--- src/rtl/ddr_pkg.sv ---
// ddr_pkg: shared types and constants for the controller read-capture path.
//   BL_BC4 / BL_BL8 : the two legal burst lengths (beats)
//   rd_cap_state_e  : capture FSM states
//   rd_err_e        : error codes reported alongside rd_err
package ddr_pkg;

    localparam int BL_BC4 = 4;
    localparam int BL_BL8 = 8;

    typedef enum logic [2:0] {
        IDLE,
        ARM,
        PRE,
        BURST,
        DONE
    } rd_cap_state_e;

    typedef enum logic [1:0] {
        ERR_NONE    = 2'b00,
        ERR_TIMEOUT = 2'b01,
        ERR_OVERLAP = 2'b10,
        ERR_BL      = 2'b11
    } rd_err_e;

endpackage

--- src/rtl/rd_beat_assembler.sv ---
// rd_beat_assembler: beat counter plus byte-slot writer.
//   clk, rst      : clock, asynchronous active-high reset
//   i_clear       : zero the assembled word and the beat counter
//   i_enable      : capture i_dq into slot o_beat_cnt, then advance the count
//   i_dq          : one byte lane of read data
//   o_rd_data     : assembled word, beat k in bits [k*DQ_W +: DQ_W]
//   o_beat_cnt    : beats captured since the last clear
module rd_beat_assembler #(
    parameter int DQ_W   = 8,
    parameter int BL_MAX = 8,
    localparam int CNT_W = $clog2(BL_MAX) + 1
) (
    input  logic                   clk,
    input  logic                   rst,
    input  logic                   i_clear,
    input  logic                   i_enable,
    input  logic [DQ_W-1:0]        i_dq,
    output logic [BL_MAX*DQ_W-1:0] o_rd_data,
    output logic [CNT_W-1:0]       o_beat_cnt
);

    logic [BL_MAX-1:0][DQ_W-1:0] r_data;
    logic [CNT_W-1:0]            r_cnt;

    // Writes past BL_MAX are dropped so a stray enable cannot wrap the slot index.
    always_ff @(posedge clk or posedge rst) begin
        if (rst) begin
            r_data <= '0;
            r_cnt  <= '0;
        end else if (i_clear) begin
            r_data <= '0;
            r_cnt  <= '0;
        end else if (i_enable && (r_cnt < CNT_W'(BL_MAX))) begin
            r_data[r_cnt[CNT_W-2:0]] <= i_dq;
            r_cnt                    <= r_cnt + CNT_W'(1);
        end
    end

    assign o_rd_data  = r_data;
    assign o_beat_cnt = r_cnt;

endmodule

--- src/rtl/ctrl_rd_capture.sv ---
// ctrl_rd_capture: controller-side DDR read-data capture stage.
// Arms on a read command, waits for the (1,0) DQS preamble, captures one DQ
// byte per clock for the programmed burst and presents the little-endian
// burst word with a one-cycle rd_valid pulse. Reports timeout, overlapping
// commands and illegal burst/preamble settings on rd_err/err_code.
//   CK_t, reset          : clock, asynchronous active-high reset
//   rd_start             : read issued (one-cycle pulse)
//   burst_length         : 4 or 8 beats, sampled with rd_start
//   preamble             : 1 or 2 preamble cycles, sampled with rd_start
//   dqs_t, dqs_c         : data strobe pair
//   dq                   : read data byte lane
//   rd_data, rd_valid    : assembled burst and its completion pulse
//   rd_err, err_code     : error pulse and code (01 timeout, 10 overlap, 11 BL)
//   busy                 : high whenever not IDLE
module ctrl_rd_capture
    import ddr_pkg::*;
#(
    parameter int DQ_W    = 8,
    parameter int BL_MAX  = 8,
    parameter int TIMEOUT = 32
) (
    input  logic                   CK_t,
    input  logic                   reset,
    input  logic                   rd_start,
    input  logic [3:0]             burst_length,
    input  logic [1:0]             preamble,
    input  logic                   dqs_t,
    input  logic                   dqs_c,
    input  logic [DQ_W-1:0]        dq,
    output logic [BL_MAX*DQ_W-1:0] rd_data,
    output logic                   rd_valid,
    output logic                   rd_err,
    output logic [1:0]             err_code,
    output logic                   busy
);

    localparam int CNT_W = $clog2(BL_MAX) + 1;
    localparam int TMR_W = $clog2(TIMEOUT) + 1;

    rd_cap_state_e    r_state, w_state_nxt;
    logic [CNT_W-1:0] r_bl;
    logic             r_pre2;
    logic [TMR_W-1:0] r_timer;
    logic             r_err;
    logic [1:0]       r_err_code;

    logic             w_clear, w_enable, w_legal, w_strobe, w_tmo, w_last_beat;
    rd_err_e          w_err;
    logic [CNT_W-1:0] w_beat_cnt;

    assign w_legal  = ((burst_length == 4'(BL_BC4)) || (burst_length == 4'(BL_BL8)))
                    && ((preamble == 2'd1) || (preamble == 2'd2));
    assign w_strobe = dqs_t & ~dqs_c;
    // True on the ARM cycle whose increment brings the timer to TIMEOUT.
    assign w_tmo    = (r_timer == TMR_W'(TIMEOUT - 1));
    assign w_last_beat = (w_beat_cnt == (r_bl - CNT_W'(1)));

    rd_beat_assembler #(
        .DQ_W   (DQ_W),
        .BL_MAX (BL_MAX)
    ) u_asm (
        .clk        (CK_t),
        .rst        (reset),
        .i_clear    (w_clear),
        .i_enable   (w_enable),
        .i_dq       (dq),
        .o_rd_data  (rd_data),
        .o_beat_cnt (w_beat_cnt)
    );

    always_comb begin
        w_state_nxt = r_state;
        w_clear     = 1'b0;
        w_enable    = 1'b0;
        w_err       = ERR_NONE;
        case (r_state)
            IDLE: begin
                if (rd_start) begin
                    if (w_legal) begin
                        w_state_nxt = ARM;
                        w_clear     = 1'b1;
                    end else begin
                        w_err = ERR_BL;
                    end
                end
            end
            ARM: begin
                // A preamble seen on the final allowed cycle still wins over timeout.
                if (w_strobe) begin
                    w_state_nxt = r_pre2 ? PRE : BURST;
                end else if (w_tmo) begin
                    w_state_nxt = IDLE;
                    w_err       = ERR_TIMEOUT;
                end
            end
            PRE:   w_state_nxt = BURST;
            BURST: begin
                w_enable = 1'b1;
                if (w_last_beat) w_state_nxt = DONE;
            end
            DONE:    w_state_nxt = IDLE;
            default: w_state_nxt = IDLE;
        endcase
        // Overlap is the lowest-priority error; a same-cycle timeout masks it.
        if ((r_state != IDLE) && rd_start && (w_err == ERR_NONE))
            w_err = ERR_OVERLAP;
    end

    always_ff @(posedge CK_t or posedge reset) begin
        if (reset) begin
            r_state    <= IDLE;
            r_bl       <= '0;
            r_pre2     <= 1'b0;
            r_timer    <= '0;
            r_err      <= 1'b0;
            r_err_code <= 2'b00;
        end else begin
            r_state    <= w_state_nxt;
            r_err      <= (w_err != ERR_NONE);
            r_err_code <= w_err;
            if (w_clear) begin
                r_bl    <= CNT_W'(burst_length);
                r_pre2  <= (preamble == 2'd2);
                r_timer <= '0;
            end else if ((r_state == ARM) && (r_timer != '1)) begin
                r_timer <= r_timer + TMR_W'(1);
            end
        end
    end

    assign rd_valid = (r_state == DONE);
    assign busy     = (r_state != IDLE);
    assign rd_err   = r_err;
    assign err_code = r_err_code;

endmodule

--- config.mk ---
export PLATFORM = sky130hd
export DESIGN_NAME = ctrl_rd_capture
export DESIGN_NICKNAME = d
export VERILOG_FILES = /design/src/rtl/ddr_pkg.sv /design/src/rtl/rd_beat_assembler.sv /design/src/rtl/ctrl_rd_capture.sv
export SDC_FILE = /design/constraint.sdc
export NUM_CORES = 1
export LEC_CHECK = 0
export BUFFER_PORTS_ARGS = -buffer_cell sky130_fd_sc_hd__buf_4
export CAP_MARGIN = 20
export CORE_ASPECT_RATIO = 1.75
export CORE_MARGIN = 3
export CORE_UTILIZATION = 50
export CTS_BUF_LIST = sky130_fd_sc_hd__clkbuf_8
export DETAILED_ROUTE_END_ITERATION = 7
export PLACE_DENSITY = 0.79
export SETUP_SLACK_MARGIN = 0.05
export SYNTH_ARGS = -nofsm -noshare
export SYNTH_HDL_FRONTEND = slang
export SYNTH_SLANG_ARGS = --single-unit
--- constraint.sdc ---
create_clock -name CK_t -period 2.15 [get_ports CK_t]
set_clock_uncertainty 0.05 [all_clocks]
set_input_delay 0.1075 -clock CK_t [delete_from_list [all_inputs] [get_ports CK_t]]
set_output_delay 0.1075 -clock CK_t [all_outputs]
set_load 0.005 [all_outputs]
==> summary.txt <==
Routed wirelength normalized by instance count = 18.42 um
Global placement routability congestion = 0.8225
Headroom to the max-slew limit = 57.74%
Wire length of the first global-routing pass = 13.77 mm
Share of final-layout standard cells stronger than drive strength 1 = 34.49%
Most common cell after layout, fill and taps aside = sky130_fd_sc_hd__buf_4
Startpoint types = flip-flop
Number of filler cells placed in the layout = 524
Mean area per synthesized cell = 13.03 um^2
Data required time at the worst endpoint = 2.33 ns
Net total in the final layout = 392
Inserted Diodes = 0
Antenna violation net count after detailed routing = 0
Top library cells by usage in the layout, fill and taps aside = 97 x sky130_fd_sc_hd__buf_4, 85 x sky130_fd_sc_hd__dfrtp_1, 64 x sky130_fd_sc_hd__a22o_1, 16 x sky130_fd_sc_hd__nor2_1, 11 x sky130_fd_sc_hd__clkbuf_8
Vias after detailed routing = 2,607
Area occupied by registers = 2127 um^2
DRT iter0 DRCs = 113
Maximum capacitance violations = 0
Clock buffers created by TritonCTS = 9
Lkg Pwr = 2.275 nW
Number of port buffers = 87
Final Hold Viols = 0
Most used flip-flop cell after synthesis = sky130_fd_sc_hd__dfrtp_1
Sort of element at the end of the critical path = flip-flop
Worst hold-check path type = in2reg
CTS tree = yes
Post-synth ARST share = 100.0%
Clock input transition at the sequential cells of the worst setup and hold paths = 0.08 ns
Fmax = 0.5136 GHz
Final wirelength = 8.436 mm
Number of global-route vias before repair = 2,727
Path type of the worst setup path = reg2reg
Synthesis Warnings = 0
Total global-route track usage = 21.55%
Starting utilization of the core area = 51.70%
Max Fanout on Critical Path = 23
Number of setup violations in the final report = 0
Number of sinks on the clock net = 85
Peak supply drop = 0.7202 mV
Number of enable flip-flop cells after synthesis = 0
Combined area of the multi-input logic cells = 1305 um^2
Die area = 8175 um^2
Clk root buf = sky130_fd_sc_hd__clkbuf_8
Syn Std Cell Area = 3545 um^2
Post-synth cell types = 42
Height of the chip = 117.4 um
Final number of max-transition violations = 0
RSZ-0062 raised after global routing = no
Post-synthesis sequential element count = 85
Insertion delay of the later-clocked pin in the worst-skew pair = 0.35 ns
Maximum number of buffers from clock root to sink = 2
Final routed DRC violation total = 0
Detail-routed via count per cell = 5.692
Number of optimization iterations in the first detailed-route pass = 4
Run status = finished, final reports clean
Register area share after synthesis = 60.01%
I/O pin count = 88
Fraction of the cycle the final worst path needs = 90.56%
Power density over cell area = 1236 nW/um^2
Row count = 40
Fin crit period = 1.947 ns
Cells after synthesis = 272
Signed area change from the synthesized netlist to the final layout = 28.17%
Setup Slack @ Placement = 0.2333 ns
Core Region = 6857 um^2
Dpl hpwl = 5.975 mm
Worst path setup slack after routing = 0.2029 ns
Number of antenna violations at the first check in global routing = 0
Setup TNS after final layout = 0 ns
H-tree Lvls = 3
Critical Path AT = 2.13 ns
Slew at the pin closest to its max-slew limit = 0.6256 ns
Post-Syn Nets = 295
Maximum number of pins on one net before global-route repair = 86
Congestion Overflow GR = 0
Die boundary width = 69.65 um
state kept, by name, indices dropped and copies added, names as in the netlist:
register          flops
u_asm.o_rd_data      64
err_code              2
r_timer               6
r_state               3
r_bl                  4
u_asm.o_beat_cnt      4
r_pre2                1
rd_err                1
layout make-up:
| class | instances | share of cell area [%] |
|---|---|---|
| clock buffer | 11 | 3.332 |
| multi-input combinational | 164 | 28.72 |
| inverter | 6 | 0.5784 |
| timing repair buffer | 103 | 17.79 |
| sequential | 85 | 46.82 |
| tap | 84 | 2.313 |
| clock inverter | 5 | 0.4406 |
synth_stat cells (3+ instances only):
cell type / n / area [um^2]
sky130_fd_sc_hd__a21oi_1: 6 / 30.03
sky130_fd_sc_hd__a22o_1: 64 / 560.5
sky130_fd_sc_hd__buf_1: 8 / 30.03
sky130_fd_sc_hd__buf_2: 6 / 30.03
sky130_fd_sc_hd__dfrtp_1: 85 / 2127
sky130_fd_sc_hd__ha_1: 4 / 50.05
sky130_fd_sc_hd__inv_1: 6 / 22.52
sky130_fd_sc_hd__mux2_2: 3 / 33.78
sky130_fd_sc_hd__nand2_1: 10 / 37.54
sky130_fd_sc_hd__nand2b_1: 3 / 18.77
sky130_fd_sc_hd__nand3_1: 4 / 20.02
sky130_fd_sc_hd__nor2_1: 16 / 60.06
sky130_fd_sc_hd__nor2_2: 4 / 25.02
sky130_fd_sc_hd__nor3_1: 7 / 35.03
sky130_fd_sc_hd__o21ai_0: 3 / 15.01
sky130_fd_sc_hd__xnor2_1: 6 / 52.55
sky130_fd_sc_hd__xor2_1: 3 / 26.28
metrics by stage:
| stage | total power [mW] | utilization, % | hold slack (ns) | cell area (um^2) | instances |
|---|---|---|---|---|---|
| 3_5_place_dp | 4.666 | 63.18 | 0.2227 | 4332 | 438 |
| 2_1_floorplan | 3.609 | - | 0.2072 | 3548 | 272 |
| 6_report | 5.614 | 66.26 | 0.03287 | 4543 | 458 |
| 3_3_place_gp | 4.610 | 63.18 | 0.2131 | 4332 | 438 |
| 4_1_cts | 5.665 | 66.26 | 0.02328 | 4543 | 458 |
| 5_1_grt | 5.985 | 66.26 | 0.02591 | 4543 | 458 |
kinds of logic (layout without fill, tap and decap cells):
family | count (synthesis) | count (layout) | share of synthesized area [%]
flops | 85 | 85 | 60.01
compound gates | 78 | 78 | 18.25
simple gates | 67 | 67 | 12.78
buf+inv | 23 | 125 | 3.177
xor+xnor | 10 | 10 | 2.859
mux | 5 | 5 | 1.518
fa+ha+maj | 4 | 4 | 1.412
where the power goes:
group	internal [mW]	total, mW	switching, mW
Clock	0.465	0.970	0.505
Combinational	1.18	1.93	0.753
Sequential	2.18	2.71	0.532
Total	3.82	5.61	1.79
path summary, 6_finish.rpt:
path	start	to	slack, ns	depth (start not counted)
hold reg to reg	u_asm.o_rd_data[17]	u_asm.o_rd_data[17]	0.46	1
hold / removal	dq[7]	u_asm.o_rd_data[31]	0.03	2
max in group asynchronous	reset	u_asm.o_rd_data[57]	1.34	4
setup reg to reg	r_state[2]	u_asm.o_rd_data[48]	0.20	5
min in group asynchronous	reset	u_asm.o_rd_data[49]	0.37	4
setup / recovery	r_state[2]	u_asm.o_rd_data[48]	0.20	5
what timing repair did:
item	CTS	global route
resized for setup	0	0
hold buffers	4	0
buffers inserted	0	0
endpoints found under the hold margin	89	0
worst max-delay path: stages (launching register included):
cell and delay (ns):
sky130_fd_sc_hd__dfrtp_1 0.41, sky130_fd_sc_hd__or4b_4 0.56, sky130_fd_sc_hd__nor3_4 0.17, sky130_fd_sc_hd__buf_12 0.20
sky130_fd_sc_hd__a41oi_1 0.14, sky130_fd_sc_hd__a22o_1 0.30
layer usage:
metal / global-route usage, % / routed length (um)
met5: 0 / 0
met4: 8.273 / 159
met3: 5.317 / 376
met2: 38.46 / 4703
met1: 24.48 / 3197
No activity file was read; power rests on OpenSTA's default activity.
